`src/rtl/clock_div_multi.sv`:
```
// clock_div_multi: N-channel programmable integer clock divider.
// Each channel divides clk_in by any div >= 2, with shadowed divisor updates at
// period boundaries, run/stop control with clean period completion and a common
// sync input that phase-aligns all running channels.
// Optional build macro: CLK_DIV_ODD50_EN (negedge retiming for 50% duty on odd divisors).
module clock_div_multi #(
    parameter int N_CH      = 4,
    parameter int DIV_WIDTH = 16
) (
    input  logic                      clk_in,
    input  logic                      rst,
    input  logic [N_CH*DIV_WIDTH-1:0] div_val,
    input  logic [N_CH-1:0]           div_load,
    input  logic [N_CH-1:0]           ch_en,
    input  logic                      sync,
    output logic [N_CH-1:0]           clk_out,
    output logic [N_CH-1:0]           tick,
    output logic [N_CH-1:0]           busy
);

    typedef enum logic [1:0] {
        IDLE,
        RUN,
        STOP
    } ch_state_t;

    localparam logic [DIV_WIDTH-1:0] DIV_MIN = DIV_WIDTH'(2);

    for (genvar i = 0; i < N_CH; i++) begin : g_ch
        ch_state_t            state;
        ch_state_t            state_nxt;
        logic [DIV_WIDTH-1:0] cnt;
        logic [DIV_WIDTH-1:0] cnt_nxt;
        logic [DIV_WIDTH-1:0] cnt_inc;
        logic [DIV_WIDTH-1:0] div_sh;
        logic [DIV_WIDTH-1:0] div_sh_nxt;
        logic [DIV_WIDTH-1:0] div_act;
        logic [DIV_WIDTH-1:0] div_act_nxt;
        logic [DIV_WIDTH-1:0] div_last;
        logic [DIV_WIDTH-1:0] load_val;
        logic [DIV_WIDTH:0]   half;
        logic                 clk_a;
        logic                 clk_a_nxt;
        logic                 tick_r;
        logic                 tick_nxt;
        logic                 wrap;

        // Loaded divisors below 2 are forced to 2 so a period is never shorter than two cycles.
        assign load_val = (div_val[i*DIV_WIDTH +: DIV_WIDTH] < DIV_MIN) ? DIV_MIN
                                                                        : div_val[i*DIV_WIDTH +: DIV_WIDTH];
        assign div_last = div_act - 1'b1;
        assign cnt_inc  = cnt + 1'b1;
        assign wrap     = (cnt == div_last);
        // High-phase length, one bit wider so the +1 cannot overflow at the max divisor.
        assign half     = ({1'b0, div_act} + 1'b1) >> 1;

        // Next-state logic: run/stop sequencing, counter wrap, sync realignment and divisor shadowing.
        always_comb begin
            state_nxt   = state;
            cnt_nxt     = cnt;
            div_sh_nxt  = div_load[i] ? load_val : div_sh;
            div_act_nxt = div_act;
            clk_a_nxt   = clk_a;
            tick_nxt    = 1'b0;
            case (state)
                IDLE: begin
                    cnt_nxt   = '0;
                    clk_a_nxt = 1'b0;
                    if (ch_en[i]) begin
                        state_nxt   = RUN;
                        div_act_nxt = div_load[i] ? load_val : div_sh;
                        clk_a_nxt   = 1'b1;
                    end
                end
                RUN, STOP: begin
                    if (sync) begin
                        cnt_nxt     = '0;
                        div_act_nxt = div_sh;
                        clk_a_nxt   = 1'b1;
                    end else begin
                        if (ch_en[i]) begin
                            state_nxt = RUN;
                        end else if ((state == RUN) || !wrap) begin
                            state_nxt = STOP;
                        end else begin
                            state_nxt = IDLE;
                        end
                        if (wrap) begin
                            cnt_nxt     = '0;
                            div_act_nxt = div_sh;
                            clk_a_nxt   = (state_nxt != IDLE);
                        end else begin
                            cnt_nxt   = cnt_inc;
                            clk_a_nxt = ({1'b0, cnt_inc} < half);
                            tick_nxt  = (cnt_inc == div_last);
                        end
                    end
                end
                default: begin
                    state_nxt = IDLE;
                end
            endcase
        end

        // Channel state, counter, divisor registers and registered outputs.
        always_ff @(posedge clk_in or posedge rst) begin
            if (rst) begin
                state   <= IDLE;
                cnt     <= '0;
                div_sh  <= DIV_MIN;
                div_act <= DIV_MIN;
                clk_a   <= 1'b0;
                tick_r  <= 1'b0;
            end else begin
                state   <= state_nxt;
                cnt     <= cnt_nxt;
                div_sh  <= div_sh_nxt;
                div_act <= div_act_nxt;
                clk_a   <= clk_a_nxt;
                tick_r  <= tick_nxt;
            end
        end

`ifdef CLK_DIV_ODD50_EN
        logic clk_b;

        // Half-cycle delayed copy of the divided clock, used to trim odd high phases to div/2.
        always_ff @(negedge clk_in or posedge rst) begin
            if (rst) begin
                clk_b <= 1'b0;
            end else begin
                clk_b <= clk_a;
            end
        end

        assign clk_out[i] = div_act[0] ? (clk_a & clk_b) : clk_a;
`else
        assign clk_out[i] = clk_a;
`endif
        assign tick[i] = tick_r;
        assign busy[i] = (state != IDLE);
    end

endmodule

```
`config.mk`:
```
export PLATFORM = sky130hd
export DESIGN_NAME = clock_div_multi
export DESIGN_NICKNAME = d
export VERILOG_FILES = /design/src/rtl/clock_div_multi.sv
export SDC_FILE = /design/constraint.sdc
export NUM_CORES = 1
export LEC_CHECK = 0
export ABC_AREA = 0
export CAP_MARGIN = 30
export CORE_MARGIN = 5
export CORE_UTILIZATION = 45
export DETAILED_ROUTE_END_ITERATION = 10
export MAX_ROUTING_LAYER = met4
export PLACE_DENSITY = 0.69
export SETUP_SLACK_MARGIN = 0.3
export SKIP_CTS_REPAIR_TIMING = 1
export SLEW_MARGIN = 30
export SYNTH_ARGS = -nofsm -noshare
export SYNTH_HDL_FRONTEND = slang
export SYNTH_SLANG_ARGS = --single-unit
```
`constraint.sdc`:
```
create_clock -name clk_in -period 15.39 [get_ports clk_in]
set_input_delay 1.539 -clock clk_in [delete_from_list [all_inputs] [get_ports clk_in]]
set_output_delay 1.539 -clock clk_in [all_outputs]
set_load 0.005 [all_outputs]
```
# After elaboration in Yosys (flattened, before gate mapping)
# Cells that the tools add are included.
# W data, S select, Z words.
# word_totals
input_bits	75
rom_bits	0
reg_bits	208
output_inout_bits	12
latch_bits	0
elab_cells	200
n_memories	0
mem_bits_rw	0
# op_classes
shifts	0
bitwise	0
order_cmp	8
mux	92
eq_ne	28
mul	0
addsub	12
div	0
n_reduce_logical	36
# op_table
operator	count
$mux W16	28
$pmux W16 S2	8
$eq A16 B16 Y1	8
$add A16 B1 Y17 const B	4
$add A16 B1 Y16 const B	4
$lt A16 B16 Y1	4
$lt A16 B2 Y1 const B	4
$sub A16 B1 Y16 const B	4
$mux W2	24
$mux W1	24
$reduce_bool A2 Y1	12
$ne A2 B2 Y1 const B	8
$pmux W2 S2	4
$ne A3 B3 Y1 const B	4
$reduce_and A3 Y1	4
$eq A2 B1 Y1 const B	4
$eq A2 B2 Y1 const B	4
$logic_not A2 Y1	4
$pmux W1 S2	4
$reduce_and A2 Y1	4
$reduce_or A2 Y1	4
$logic_not A1 Y1	4
$logic_or A1 B1 Y1	4

# Depth between registers and ports, before layout
# depth
word_depth	12
depth_mapped	15
depth_no_buf	14

# Worst setup path before layout
# OpenSTA, ideal clock, no wires.
# synth_timing
kind	input to register
start	input port div_load[2]
end	register g_ch[2].div_act[2]
setup_slack_ns	12.079
t_required_ns	15.264
path_buffers	2
stages	7
setup_ns	0.126
arrival_ns	3.185
path_cell_list	clkbuf_1 > buf_1 > mux2_2 > mux2_2 > a22o_1 > a31oi_1 > nand3_1
# synth_between
elab_chain_len	3
# synth_rtl
item	line_no	text
start, declared	13	input logic [N_CH-1:0] div_load,
$mux W16	71	div_act_nxt = div_load[i] ? load_val : div_sh;
$mux W16	69	if (ch_en[i]) begin
$pmux W16 S2	65	case (state)
end signal, assigned	118	div_act <= div_act_nxt;
end, declared	37	logic [DIV_WIDTH-1:0] div_act;
# Every way passes these cells. The select of a mux whose other input is x is not followed.
# A chain may end at the register's enable or synchronous reset.

# Worst setup path in the final report
# layout_timing
start	register g_ch[3].div_act[0]
end	register g_ch[3].div_act[0]
# layout_between
elab_chain_len	4
# layout_rtl
item	line_no	text
start, declared	37	
start signal, assigned	118	
$sub A16 B1 Y16	51	assign div_last = div_act - 1'b1;
$eq A16 B16 Y1	53	assign wrap = (cnt == div_last);
$ne A3 B3 Y1 (no line)	-	
$reduce_and A3 Y1 (no line)	-	
# Every way passes these cells.

==> impl_metrics.csv <==
group,metric,value,unit
status,status,"finished clean",
cts,clockRootBuffer,"clkbuf_16",
floorplan,rows,72,
grt,grt_pass1_vias,14400,
floorplan,die_h,207,µm
detailed_routing,ant_nets,0,
final_layout,area_delta_synth_final,10.6,%
cts,numCtsBuffers,27,
timing,fin_skew,0.0175,ns
final_layout,final_common_cell,"dfrtp_1",
place,gp_congestion,0.960,
synth,synth.avg_cell_area,8.89,µm²
detailed_routing,vias,14700,
timing,drv_slew,0,
floorplan,dieWidth,207,µm
critical_path,required,15.84,ns
cts,clkLatencyLatePin,0.57,ns
synth,yosys_warnings,0,
cts,cts.sinks,208,
min_path,hp-class,"reg2reg",
floorplan,ioPinCount,87,
grt,antenna_found_initial,0,
synth,synth_edf_count,0,
synth,synth_cell_types,92,
cts,path_clk_slew,0.06,ns
detailed_routing,wirelength,45700,µm
grt,grtUsageMet2,32.8,%
power,cellLeakagePower,0.00771,µW
synth,postSynthCellCount,1961,
power,swShare,44.3,%
floorplan,fp.dieArea,0.0428,mm²
job,drv_cap,0,
synth,synth_area,0.0174,mm²
grt,grt_max_degree,139,
synth,synth_area_leaders,"dfrtp_1, xnor2_1, ha_1",
timing,hold_viol_final,0,
synth,yosysTopAreaCell,"dfrtp_1",
detailed_routing,drt_iter0_drc,1324,
grt,grt.overflow.total,0,
detailed_routing,viasPerCell,5.94,
synth,yosysSeqAreaShare,29.9,%
detailed_routing,firstDrtPassIters,6,
power,internal-power,1810,µW
timing,period_minus_slack,4.37,ns
final_layout,n_fill_cell,3574,
final_layout,drive_gt1_share,9.24,%
timing,worstMarginPinSlew,0.917,ns
critical_path,worst-setup-path-type,"reg2reg",
min_path,hold_depth,2,
power,p_clk_share,19.7,%
synth,async_reset_ff_share,100,%
final_layout,nNetsFinal,2087,
detailed_routing,wire_per_inst,18.5,µm
floorplan,start_util,45.3,%
timing,fmax,229,MHz
critical_path,startpoint_type,"flop",
timing,relSlewSlack,37.3,%
final_layout,most-common-layout-cells,"dfrtp_1, xnor2_1, nand2_1",
synth,synth_nets,2120,
grt,grt_use_met1,30.7,%
critical_path,r2r_cells,9,
grt,groute.layer.met3.usage,3.34,%
synth,synth_seq_cells,208,
power,p_per_area,168,mW/mm²
grt,grt_usage,21.7,%
cts,cts_tree,"yes",
synth,yosysTopAreaCellShare,28.7,%
timing,fin_crit_sh,28.4,%
critical_path,end_kind,"flop",
synth,synth_flop_cell,"dfrtp_1",
power,finalPower,3250,µW
detailed_routing,drc,0,
power,combPwrFrac,51.0,%
power,p_sw,1440,µW
grt,grt_busiest_layer,"met2",
floorplan,core,0.0385,mm²
critical_path,crit_arrival,4.81,ns
place,pre_cts_ws,11.12,ns
critical_path,path_max_fanout,16,
cts,cts.htree.levels,1,
grt,grt_first_pass_wirelength,74800,µm
place,dp_hpwl,34300,µm
cts,clock_path_buffers,3,
power,peakVddDrop,88.0,µV
place,port-buffer-count,86,
timing,totalNegativeSetupSlack,0,ns
timing,rsz0062_at_grt,"false",
power,pwr-share-seq,29.3,%
timing,setup_viol,0,
timing,layout_setup_ws,11.02,ns
==> path summary, 6_finish.rpt <==
check / startpoint / slack [ns] / end
worst max-delay path: g_ch[3].div_act[0] / 11.02 / g_ch[3].div_act[0]
worst min-delay path: g_ch[1].div_sh[1] / 0.51 / g_ch[1].div_sh[1]
worst max register to register: g_ch[3].div_act[0] / 11.02 / g_ch[3].div_act[0]
worst min register to register: g_ch[1].div_sh[1] / 0.51 / g_ch[1].div_sh[1]
min in group asynchronous: rst / 1.51 / g_ch[0].div_sh[15]
max in group asynchronous: rst / 12.71 / g_ch[1].div_sh[2]
==> metal layers <==
layer / vias up / wire (µm)
met5: - / 0
met2: 509 / 20300
met4: 0 / 1170
li1: 7016 / -
met3: 84 / 2950
met1: 7052 / 21300
==> cell usage after synthesis (63+ instances only) <==
cell type / count
clkbuf_1: 104
nor2_1: 67
dfrtp_1: 200
mux2i_1: 97
o21ai_0: 67
nand3_1: 113
mux2_2: 77
ha_1: 84
xor2_1: 63
nor3_1: 65
xnor2_1: 191
inv_1: 120
nand2_1: 154
==> power groups by stage <==
stage	Sequential [µW]	Clock, µW	Combinational, µW
after floorplan	781	0	1430
after global placement	945	0	1600
after detailed placement	954	0	1640
after CTS	945	656	1650
after global routing	979	679	1820
final	953	640	1660
==> through the flow <==
step	hold slack, ns	area, µm²	std cells	utilization, %
floorplan	0.472	17400	1961	-
global placement	0.491	18300	2417	47.6
detailed placement	0.495	18300	2417	47.7
CTS	0.509	19300	2467	50.1
global route	0.532	19300	2467	50.1
finish	0.509	19300	2468	50.1
==> critical path, cell delays in order, from the launching register on <==
cell      delay, ns
dfrtp_1        0.47
inv_1          0.11
ha_1           0.20
nor4b_1        0.67
nand4_1        0.29
a211o_1        0.34
a221oi_1       0.41
nand4_1        0.61
a21oi_4        0.77
mux2_1         0.38
==> cell families after synthesis <==
family / count (synthesis) / share of synthesized area, %
adder cells (fa/ha/maj): 84 / 6.03
buffers and inverters: 274 / 6.42
XOR/XNOR: 263 / 13.9
AND/OR/NAND/NOR: 664 / 20.9
flip-flops: 208 / 29.9
multiplexers: 177 / 10.7
AO/OA/AOI/OAI: 291 / 12.0
==> flip-flops by register name, summed over array words and instances (netlist names) <==
register / flops
g_ch.state: 8
g_ch.clk_a: 4
g_ch.div_sh: 64
g_ch.tick_r: 4
g_ch.div_act: 64
g_ch.cnt: 64
==> layout make-up <==
class / count / area, µm² / share of cell area, %
Sequential cell: 208 / 5220 / 27.0
Clock buffer: 33 / 738 / 3.83
Clock inverter: 17 / 179 / 0.928
Antenna cell: 1 / 2.50 / 0.0130
Inverter: 122 / 470 / 2.44
Timing Repair Buffer: 90 / 895 / 4.64
Multi-Input combinational cell: 1479 / 11100 / 57.8
Tap cell: 518 / 648 / 3.36
Power figures use the tool's default switching activity.
